--- src/rtl/game_sequencer_pkg.sv ---
// rtl/game_sequencer_pkg.sv - shared state encodings, widths and BCD increment helper
package game_sequencer_pkg;

   localparam int STATE_W = 3;
   localparam int SCORE_W = 16;

   typedef enum logic [STATE_W-1:0] {
      ST_IDLE  = 3'd0,
      ST_PLAY  = 3'd1,
      ST_PAUSE = 3'd2,
      ST_HIT   = 3'd3,
      ST_OVER  = 3'd4
   } state_t;

   // Increment a 4-digit BCD word with per-digit carry; 9999 holds instead of wrapping.
   function automatic logic [SCORE_W-1:0] bcd_inc_sat(input logic [SCORE_W-1:0] v);
      logic [SCORE_W-1:0] r;
      logic               carry;
      r     = v;
      carry = 1'b1;
      for (int i = 0; i < 4; i++) begin
         if (carry) begin
            if (r[i*4 +: 4] == 4'd9) begin
               r[i*4 +: 4] = 4'd0;
            end else begin
               r[i*4 +: 4] = r[i*4 +: 4] + 4'd1;
               carry       = 1'b0;
            end
         end
      end
      if (v == 16'h9999) begin
         r = v;
      end
      return r;
   endfunction

endpackage

--- src/rtl/game_sequencer_if.sv ---
// rtl/game_sequencer_if.sv - control inputs and display/status outputs of the game sequencer
interface game_sequencer_if;
   import game_sequencer_pkg::*;

   logic               i_start;
   logic               i_pause;
   logic               i_collision;
   logic               o_move_en;
   logic [STATE_W-1:0] o_state;
   logic [SCORE_W-1:0] o_score;
   logic [3:0]         o_lives;
   logic               o_game_over;
   logic [SCORE_W-1:0] o_hiscore;

   modport master (
      output i_start, i_pause, i_collision,
      input  o_move_en, o_state, o_score, o_lives, o_game_over, o_hiscore
   );

   modport slave (
      input  i_start, i_pause, i_collision,
      output o_move_en, o_state, o_score, o_lives, o_game_over, o_hiscore
   );
endinterface

--- src/rtl/game_sequencer_bcd_counter4.sv ---
// rtl/game_sequencer_bcd_counter4.sv - 4-digit BCD counter with clear, saturating at 9999
module bcd_counter4
   import game_sequencer_pkg::*;
(
   input  logic               clk,
   input  logic               rst,
   input  logic               i_clr,
   input  logic               i_inc,
   output logic [SCORE_W-1:0] o_value
);

   logic [SCORE_W-1:0] r_value;

   // Clear wins over increment so a new game always starts from zero.
   always_ff @(posedge clk or posedge rst) begin
      if (rst) begin
         r_value <= '0;
      end else if (i_clr) begin
         r_value <= '0;
      end else if (i_inc) begin
         r_value <= bcd_inc_sat(r_value);
      end
   end

   assign o_value = r_value;

endmodule

--- src/rtl/game_sequencer.sv ---
// rtl/game_sequencer.sv - game FSM, movement tick, score and lives; HISCORE_EN adds best-score register
module game_sequencer
   import game_sequencer_pkg::*;
#(
   parameter int TICK_DIV      = 1048576,
   parameter int LIVES_INIT    = 3,
   parameter int RESPAWN_TICKS = 64,
   parameter int SCORE_PERIOD  = 32
)(
   input  logic clk,
   input  logic rst,
   game_sequencer_if.slave bus
);

   localparam int TW  = $clog2(TICK_DIV);
   localparam int SCW = (SCORE_PERIOD  > 1) ? $clog2(SCORE_PERIOD)  : 1;
   localparam int RW  = (RESPAWN_TICKS > 1) ? $clog2(RESPAWN_TICKS) : 1;

   logic [TW-1:0]      r_tick_cnt;
   logic               w_tick;
   state_t             r_state;
   state_t             w_state_next;
   logic [3:0]         r_lives;
   logic [3:0]         w_lives_next;
   logic [SCW-1:0]     r_score_cnt;
   logic [SCW-1:0]     w_score_cnt_next;
   logic [RW-1:0]      r_resp_cnt;
   logic [RW-1:0]      w_resp_cnt_next;
   logic               w_score_clr;
   logic               w_score_inc;
   logic [SCORE_W-1:0] w_score;

   // Free-running divider; never reset by state changes so the tick period stays fixed.
   always_ff @(posedge clk or posedge rst) begin
      if (rst) begin
         r_tick_cnt <= '0;
      end else if (r_tick_cnt == TW'(TICK_DIV - 1)) begin
         r_tick_cnt <= '0;
      end else begin
         r_tick_cnt <= r_tick_cnt + TW'(1);
      end
   end

   assign w_tick = (r_tick_cnt == TW'(TICK_DIV - 1));

   // State, lives and the two tick sub-counters advance together.
   always_ff @(posedge clk or posedge rst) begin
      if (rst) begin
         r_state     <= ST_IDLE;
         r_lives     <= '0;
         r_score_cnt <= '0;
         r_resp_cnt  <= '0;
      end else begin
         r_state     <= w_state_next;
         r_lives     <= w_lives_next;
         r_score_cnt <= w_score_cnt_next;
         r_resp_cnt  <= w_resp_cnt_next;
      end
   end

   // Next-state rules; in PLAY a collision on a tick outranks pause.
   always_comb begin
      w_state_next     = r_state;
      w_lives_next     = r_lives;
      w_score_cnt_next = r_score_cnt;
      w_resp_cnt_next  = r_resp_cnt;
      w_score_clr      = 1'b0;
      w_score_inc      = 1'b0;
      case (r_state)
         ST_IDLE: begin
            if (bus.i_start) begin
               w_state_next     = ST_PLAY;
               w_lives_next     = 4'(LIVES_INIT);
               w_score_cnt_next = '0;
               w_resp_cnt_next  = '0;
               w_score_clr      = 1'b1;
            end
         end
         ST_PLAY: begin
            if (w_tick && bus.i_collision) begin
               if (r_lives <= 4'd1) begin
                  w_state_next = ST_OVER;
                  w_lives_next = '0;
               end else begin
                  w_state_next    = ST_HIT;
                  w_lives_next    = r_lives - 4'd1;
                  w_resp_cnt_next = '0;
               end
            end else begin
               if (w_tick) begin
                  if (r_score_cnt == SCW'(SCORE_PERIOD - 1)) begin
                     w_score_cnt_next = '0;
                     w_score_inc      = 1'b1;
                  end else begin
                     w_score_cnt_next = r_score_cnt + SCW'(1);
                  end
               end
               if (bus.i_pause) begin
                  w_state_next = ST_PAUSE;
               end
            end
         end
         ST_PAUSE: begin
            if (bus.i_pause) begin
               w_state_next = ST_PLAY;
            end
         end
         ST_HIT: begin
            if (w_tick) begin
               if (r_resp_cnt == RW'(RESPAWN_TICKS - 1)) begin
                  w_resp_cnt_next = '0;
                  w_state_next    = ST_PLAY;
               end else begin
                  w_resp_cnt_next = r_resp_cnt + RW'(1);
               end
            end
         end
         ST_OVER: begin
            if (bus.i_start) begin
               w_state_next = ST_IDLE;
            end
         end
         default: begin
            w_state_next = ST_IDLE;
         end
      endcase
   end

   bcd_counter4 u_score (
      .clk     (clk),
      .rst     (rst),
      .i_clr   (w_score_clr),
      .i_inc   (w_score_inc),
      .o_value (w_score)
   );

`ifdef HISCORE_EN
   logic               w_over_edge;
   logic [SCORE_W-1:0] r_hiscore;

   assign w_over_edge = (r_state == ST_PLAY) && (w_state_next == ST_OVER);

   // Capture the finishing score when it beats the best; BCD orders like binary.
   always_ff @(posedge clk or posedge rst) begin
      if (rst) begin
         r_hiscore <= '0;
      end else if (w_over_edge && (w_score > r_hiscore)) begin
         r_hiscore <= w_score;
      end
   end

   assign bus.o_hiscore = r_hiscore;
`else
   assign bus.o_hiscore = '0;
`endif

   assign bus.o_move_en   = w_tick && (r_state == ST_PLAY);
   assign bus.o_state     = r_state;
   assign bus.o_score     = w_score;
   assign bus.o_lives     = r_lives;
   assign bus.o_game_over = (r_state == ST_OVER);

endmodule
--- src/flat_wrapper.sv ---
// flat-port wrapper written by rule: the top's interface ports become plain ports
module game_sequencer_flat import game_sequencer_pkg::*;
#(
   parameter int TICK_DIV      = 1048576,
   parameter int LIVES_INIT    = 3,
   parameter int RESPAWN_TICKS = 64,
   parameter int SCORE_PERIOD  = 32
)
  (clk, rst, bus_i_start, bus_i_pause, bus_i_collision, bus_o_move_en, bus_o_state, bus_o_score, bus_o_lives, bus_o_game_over, bus_o_hiscore);
  game_sequencer_if bus_i ();
  input  logic clk;
  input  logic rst;
  input wire logic [$bits(bus_i.i_start)-1:0] bus_i_start;
  input wire logic [$bits(bus_i.i_pause)-1:0] bus_i_pause;
  input wire logic [$bits(bus_i.i_collision)-1:0] bus_i_collision;
  output wire logic [$bits(bus_i.o_move_en)-1:0] bus_o_move_en;
  output wire logic [$bits(bus_i.o_state)-1:0] bus_o_state;
  output wire logic [$bits(bus_i.o_score)-1:0] bus_o_score;
  output wire logic [$bits(bus_i.o_lives)-1:0] bus_o_lives;
  output wire logic [$bits(bus_i.o_game_over)-1:0] bus_o_game_over;
  output wire logic [$bits(bus_i.o_hiscore)-1:0] bus_o_hiscore;
  assign bus_i.i_start = bus_i_start;
  assign bus_i.i_pause = bus_i_pause;
  assign bus_i.i_collision = bus_i_collision;
  assign bus_o_move_en = bus_i.o_move_en;
  assign bus_o_state = bus_i.o_state;
  assign bus_o_score = bus_i.o_score;
  assign bus_o_lives = bus_i.o_lives;
  assign bus_o_game_over = bus_i.o_game_over;
  assign bus_o_hiscore = bus_i.o_hiscore;
  game_sequencer #(.TICK_DIV(TICK_DIV), .LIVES_INIT(LIVES_INIT), .RESPAWN_TICKS(RESPAWN_TICKS), .SCORE_PERIOD(SCORE_PERIOD)) u_core (.clk(clk), .rst(rst), .bus(bus_i));
endmodule
--- config.mk ---
export PLATFORM = sky130hd
export DESIGN_NAME = game_sequencer_flat
export DESIGN_NICKNAME = d
export VERILOG_FILES = /design/src/rtl/game_sequencer_pkg.sv /design/src/rtl/game_sequencer_if.sv /design/src/rtl/game_sequencer_bcd_counter4.sv /design/src/rtl/game_sequencer.sv /design/src/flat_wrapper.sv
export SDC_FILE = /design/constraint.sdc
export NUM_CORES = 1
export LEC_CHECK = 0
export BUFFER_PORTS_ARGS = -buffer_cell sky130_fd_sc_hd__buf_2
export CAP_MARGIN = 20
export CORE_MARGIN = 2
export CORE_UTILIZATION = 35
export DETAILED_ROUTE_END_ITERATION = 10
export HOLD_SLACK_MARGIN = 0.05
export PLACE_DENSITY = 0.6
export SKIP_LAST_GASP = 1
export SLEW_MARGIN = 25
export SYNTH_ARGS = -nofsm -noshare
export SYNTH_HDL_FRONTEND = slang
export SYNTH_SLANG_ARGS = --single-unit
--- constraint.sdc ---
create_clock -name clk -period 3.05 [get_ports clk]
set_clock_uncertainty 0.15 [all_clocks]
set_input_delay 0.61 -clock clk [delete_from_list [all_inputs] [get_ports clk]]
set_output_delay 0.61 -clock clk [all_outputs]
set_load 0.01 [all_outputs]
==> results of run 1 <==
[layout make-up]
type                    instances  area [um2]
fillers                       862        5210
multi-input cells             255        1660
flip-flops and latches         54        1350
repair buffers                 36         198
well taps                     108         135
clock buffers                   6        82.6
inverters                      18        67.6
clock inverters                 2        60.1
[worst max-delay path: stages, from the launching register on]
cell     delay [ns]
dfrtp_1        0.45
nand4_2        0.15
nor4_4         0.58
nand2_1        0.15
nor2_1         0.19
buf_2          0.17
[power groups by stage]
stage | Clock, W | Sequential (W) | Combinational (W)
finish | 0.000595 | 0.000818 | 0.000316
global route | 0.000635 | 0.000828 | 0.000365
CTS | 0.000612 | 0.000817 | 0.000321
detailed placement | 0 | 0.000832 | 0.000320
global placement | 0 | 0.000829 | 0.000314
floorplan | 0 | 0.000801 | 0.000279
[registers in the layout, indices dropped and copies added (netlist names)]
signal / flops
u_core.r_tick_cnt: 20
u_core.bus.o_lives: 4
u_core.r_resp_cnt: 6
u_core.r_score_cnt: 5
u_core.bus.o_state: 3
u_core.u_score.o_value: 16
[through the flow]
| stage | total power (W) | instances | hold slack [ns] |
|---|---|---|---|
| 3_5_place_dp | 0.00115 | 471 | 0.313 |
| 3_3_place_gp | 0.00114 | 471 | 0.313 |
| 5_1_grt | 0.00183 | 479 | 0.181 |
| 2_1_floorplan | 0.00108 | 353 | 0.292 |
| 4_1_cts | 0.00175 | 479 | 0.168 |
| 6_report | 0.00173 | 479 | 0.160 |
[metal layers]
metal  vias up  GRT usage [%]
met3         2           2.95
met4         0           4.85
met2        64           21.8
met1      1250           18.4
li1       1248              -
met5         -              0
[cells by family after synthesis]
family | after synthesis | share of synthesized area [%]
and+or+nand+nor | 139 | 26.2
AOI/OAI and AO/OA | 68 | 13.4
DFF | 54 | 42.4
buffers and inverters | 44 | 7.34
xor gates and xnor gates | 16 | 4.40
adders and majority gates | 14 | 5.49
muxes | 2 | 0.667
other | 1 | 0.118
[worst paths after layout]
| kind | from | end | slack [ns] | depth (start not counted) |
|---|---|---|---|---|
| hold reg to reg | u_core.r_tick_cnt[6] | u_core.r_tick_cnt[6] | 0.33 | 1 |
| max in group asynchronous | rst | u_core.bus.o_lives[2] | 1.95 | 3 |
| hold / removal | rst | u_core.u_score.o_value[9] | 0.16 | 2 |
| setup reg to reg | u_core.r_tick_cnt[11] | u_core.u_score.o_value[10] | 0.39 | 5 |
| setup / recovery | u_core.r_tick_cnt[11] | bus_o_move_en | 0.30 | 5 |
| min in group clk | u_core.r_tick_cnt[6] | u_core.r_tick_cnt[6] | 0.33 | 1 |
[cells in the final DEF (no fill, tap or decap), types with 8 or more instances in the layout]
cell type	count
o21ai_0	20
nor2_1	24
a21oi_1	17
buf_2	29
nand4_1	9
or3_1	9
nand2_1	22
ha_1	14
inv_1	17
nand3_1	20
or4_1	8
dfrtp_1	54
xnor2_1	12
conb_1	16
==> reports/qor.yml, run 1 <==
antennaDiodeCount: 0
cts_setup_buffers: 0
ant_nets: 0
clock_path_buffers: 2
post-route-drc-count: 0
dr_wl_met3_um: 233
critical_path_class: "reg -> out"
status: "completed"
finalSetupTns_ns: 0
hold_viol: 0
tightest_slew_ns: 0.757
arrival_ns: 1.99
yosysMostFrequentCell: "dfrtp_1"
die_w_um: 99.4
max-cap-violations: 0
setup_viol: 0
place_congestion: 0.793
ys_seq_elements: 54
hold_buffers: 0
internal_power_w: 0.00122
powerDensity_mw_per_mm2: 487
seqPwrFrac_pct: 47.3
die_h_um: 99.4
fin_area_mm2: 0.00355
start_util_pct: 36.4
rsz0062_at_grt: "false"
placed_area_mm2: 0.00341
hold_class: "in -> async"
yosysWarnings: 0
synth_common_cells: "dfrtp_1 (54), nor2_1 (24), nand2_1 (22), nand3_1 (20), o21ai_0 (20)"
cts_buffers: 5
root_buffer: "clkbuf_8"
htreeDepth: 2
fin_crit_sh_pct: 90.3
dp_hpwl_mm: 4.76
synth_top_area_share_pct: 42.4
synth_edf_count: 0
synth_area_mm2: 0.00319
ctsResizeCount: 0
power.switching_w: 0.000509
fin_nets: 389
cts_sinks: 54
wl_met1_mm: 3.18
grt_max_degree: 23
cts_tree: "done"
slew_headroom_pct: 49.1
via_count: 2564
overflow: 0
highest_layer: "met4"
clock_latency_ns: 0.31
synth.distinct_cells: 53
io_pins: 46
maxSlewViolCount: 0
place_ws_ns: 0.264
rows: 34
post-route-util_pct: 40.5
timing.final.crit_period_ns: 2.75
endpoint_kind: "primary output"
path_max_fanout: 8
drt_iter0_markers: 162
syn_inst: 338
synth-seq-area-share_pct: 42.4
swShare_pct: 29.5
p_leak_nw: 1.65
avgViaCountPerCell: 5.35
dieArea_mm2: 0.00989
syn_to_final_growth_pct: 11.5
path_clk_slew_ns: 0.10
final.setup.worst_slack_ns: 0.296
antenna_found_initial: 0
synth_top_cell_by_area: "dfrtp_1"
required_ns: 2.29
avgSynthCellArea_um2: 9.43
wl_met2_mm: 3.12
max_clock_freq_mhz: 363
yosys-top-cells-area: "dfrtp_1 (42%), ha_1 (5.5%), buf_4 (4.2%), xnor2_1 (3.3%), nand3_1 (3.1%)"
drive_gt1_share_pct: 15.4
first_pass_iters: 4
combPwrFrac_pct: 18.3
clkPwrFrac_pct: 34.4
async_flop_share_pct: 100
coreArea_mm2: 0.00876
ir_worst_vdd_mv: 0.219
grt_util_all_layers_pct: 13.7
synth_top_flop_cell: "dfrtp_1"
wl_per_cell_um: 13.7
grt_pass1_vias: 2365
grt_pass1_wl_mm: 11.0
crit_path_start_kind: "flip-flop"
totalWireLength_mm: 6.57
port_buffers: 29
(Power assumes the default switching activity.)
==> run 2: changes to the inputs <==
--- a/config.mk
+++ b/config.mk
@@ -10,8 +10,9 @@
 export CORE_MARGIN = 2
 export CORE_UTILIZATION = 35
 export DETAILED_ROUTE_END_ITERATION = 10
+export GPL_ROUTABILITY_DRIVEN = 0
 export HOLD_SLACK_MARGIN = 0.05
-export PLACE_DENSITY = 0.6
+export PLACE_DENSITY = 0.62
 export SKIP_LAST_GASP = 1
 export SLEW_MARGIN = 25
 export SYNTH_ARGS = -nofsm -noshare
==> constraint.sdc (replaced) <==
create_clock -name clk -period 2.23 [get_ports clk]
set_clock_uncertainty 0.15 [all_clocks]
set_input_delay 0.446 -clock clk [delete_from_list [all_inputs] [get_ports clk]]
set_output_delay 0.446 -clock clk [all_outputs]
set_load 0.01 [all_outputs]
==> reports/qor.yml, run 2 (synthesis gave the netlist of run 1 again) <==
die_w_um: 99.4  # unchanged
avgViaCountPerCell: 5.20  # was 5.35
tightest_slew_ns: 0.538  # was 0.757 ns
grt_pass1_wl_mm: 11.8  # was 11.0 mm
coreArea_mm2: 0.00876  # unchanged
largest_reg_flops: 20  # unchanged
final-instance-count-excl-fill: 521  # was 479
fin_crit_sh_pct: 99.8
slew_headroom_pct: 63.9  # was 49.1%
dp.cells: 491  # was 471
fin_nets: 431  # was 389
max-cap-violations: 0  # unchanged
rsz0062_at_grt: "true"  # was false
layout_common_cells: "dfrtp_1 (54), buf_4 (41), buf_2 (28), nor2_1 (22), nand2_1 (21)"  # was dfrtp_1 (54), buf_2 (29), nor2_1 (24), nand2_1 (22)
start_util_pct: 36.4  # unchanged
post-route-drc-count: 0  # unchanged
required_ns: 1.63  # was 2.29 ns
htreeDepth: 2  # unchanged
syn_to_final_growth_pct: 24.0  # was 11.5%
io_pins: 46  # unchanged
grt_util_all_layers_pct: 14.4  # was 13.7%
maxSlewViolCount: 0  # unchanged
crit_path_start_kind: "flip-flop"  # unchanged
rows: 34  # unchanged
antennaDiodeCount: 0  # unchanged
endpoint: "bus_o_move_en"  # unchanged
finalSetupTns_ns: 0  # unchanged
arrival_ns: 1.63  # was 1.99 ns
drive_gt1_share_pct: 26.2  # was 15.4%
endpoint_kind: "primary output"  # unchanged
antenna_found_initial: 0  # unchanged
critical_path_class: "reg -> out"  # unchanged
max_clock_freq_mhz: 449
ir_worst_vdd_mv: 0.306  # was 0.219 mV
path_clk_slew_ns: 0.10  # about the same
totalWireLength_mm: 7.13  # was 6.57 mm
p_leak_nw: 1.89  # was 1.65 nW
ant_nets: 0  # unchanged
first_pass_iters: 4  # unchanged
hold_class: "in -> reg"  # was in -> async
cts_tree: "done"  # unchanged
hold_viol: 0  # unchanged
die_h_um: 99.4  # unchanged
r2r_cells: 9  # was 5
regArea_mm2: 0.00135  # unchanged
status: "completed"  # unchanged
overflow: 0  # unchanged
drt_iter0_markers: 157  # was 162
crit_start: "u_core.r_tick_cnt[0]"  # was u_core.r_tick_cnt[11]
regMostFlops: "u_core.r_tick_cnt"  # unchanged
r2r-end: "u_core.bus.o_lives[2]"  # was u_core.u_score.o_value[10]
root_buffer: "clkbuf_8"  # unchanged
clock_path_buffers: 2  # unchanged
fillers: 833  # was 862
dp_hpwl_mm: 4.96  # was 4.76 mm
crit-reg2reg-launch: "u_core.r_tick_cnt[0]"  # was u_core.r_tick_cnt[11]
wl_per_cell_um: 13.7  # about the same
port_buffers: 29  # unchanged
multi_input_area_mm2: 0.00172  # was 0.00166 mm2
grt_max_degree: 55  # was 23
timing.final.crit_period_ns: 2.23
via_count: 2709  # was 2564
setup_viol: 0  # unchanged
rrSetupSlack_ns: 0.02  # was 0.39 ns
hold_ws_ns: 0.313  # was 0.160 ns
cts_sinks: 54  # unchanged
grt_pass1_vias: 2543  # was 2365
powerDensity_mw_per_mm2: 591  # was 487 mW/mm2
dieArea_mm2: 0.00989  # unchanged
cts_buffers: 5  # unchanged
path_max_fanout: 3  # was 8
final_common_cell: "dfrtp_1"  # unchanged
clock_latency_ns: 0.31  # about the same
[run 2: changes by cell type in the layout (fill, tap and decap cells not counted), sizes merged]
cell and change:
buf +41, bufinv -1, clkinvlp +1, dlygate4sd3 +1
[run 2: final cells by class]
class | instances | share of cell area, %
multi-input combinational | 255 | 43.6
timing repair buffer | 78 | 14.3
inverter | 18 | 1.71
clock buffer | 6 | 1.84
clock inverter | 2 | 0.950
sequential | 54 | 34.2
tap | 108 | 3.42
[run 2: metal layers]
layer / track usage (%) / share of wire (%)
met3: 2.39 / 3.4
met4: 4.21 / 0.66
met1: 19.5 / 47
met5: 0 / 0
met2: 24.0 / 49
[run 2: worst min-delay path by stage]
stage	startpoint	endpoint	slack, ns	cells after the start
2_1_floorplan	u_core.r_tick_cnt[6]	u_core.r_tick_cnt[6]	0.29	1
3_3_place_gp	u_core.r_tick_cnt[6]	u_core.r_tick_cnt[6]	0.32	1
3_5_place_dp	u_core.r_tick_cnt[6]	u_core.r_tick_cnt[6]	0.31	1
4_1_cts	bus_i_start	u_core.bus.o_state[2]	0.30	4
5_1_grt	u_core.r_tick_cnt[6]	u_core.r_tick_cnt[6]	0.33	1
6_report	bus_i_start	u_core.bus.o_state[2]	0.31	4
[run 2: timing repair]
| action | in CTS | in global routing |
|---|---|---|
| pin swaps | 4 | 9 |
| hold endpoints to repair | 54 | 0 |
| buffers inserted | 9 | 12 |
| gates resized for setup | 7 | 17 |
| setup endpoints to repair | 6 | 23 |
| hold buffers | 1 | 0 |
[run 2: critical path, stage by stage (launching register included)]
cell	delay [ns]
dfrtp_1	0.40
ha_2	0.22
nand3_4	0.08
nor3_4	0.22
buf_12	0.14
nand2_4	0.05
nor2_4	0.11
buf_6	0.11
[run 2: metrics by stage]
stage | cell area [um2] | worst slack (ns) | util [%] | total power [W]
after floorplan | 3240 | 0.0396 | - | 0.00148
after global placement | 3590 | 0.0447 | 40.9 | 0.00163
after detailed placement | 3590 | -0.0188 | 40.9 | 0.00163
after CTS | 3800 | -0.00617 | 43.4 | 0.00233
after global routing | 3950 | -0.0925 | 45.1 | 0.00246
final | 3950 | 0.00477 | 45.1 | 0.00234
[run 2: where the power goes]
group          switching [W]  leakage, nW  total (W)  internal (W)
Sequential         0.0000407        0.716    0.00107       0.00103
Combinational       0.000365         1.12   0.000599      0.000233
Clock               0.000333       0.0514   0.000669      0.000336
Total               0.000739         1.89    0.00234       0.00160
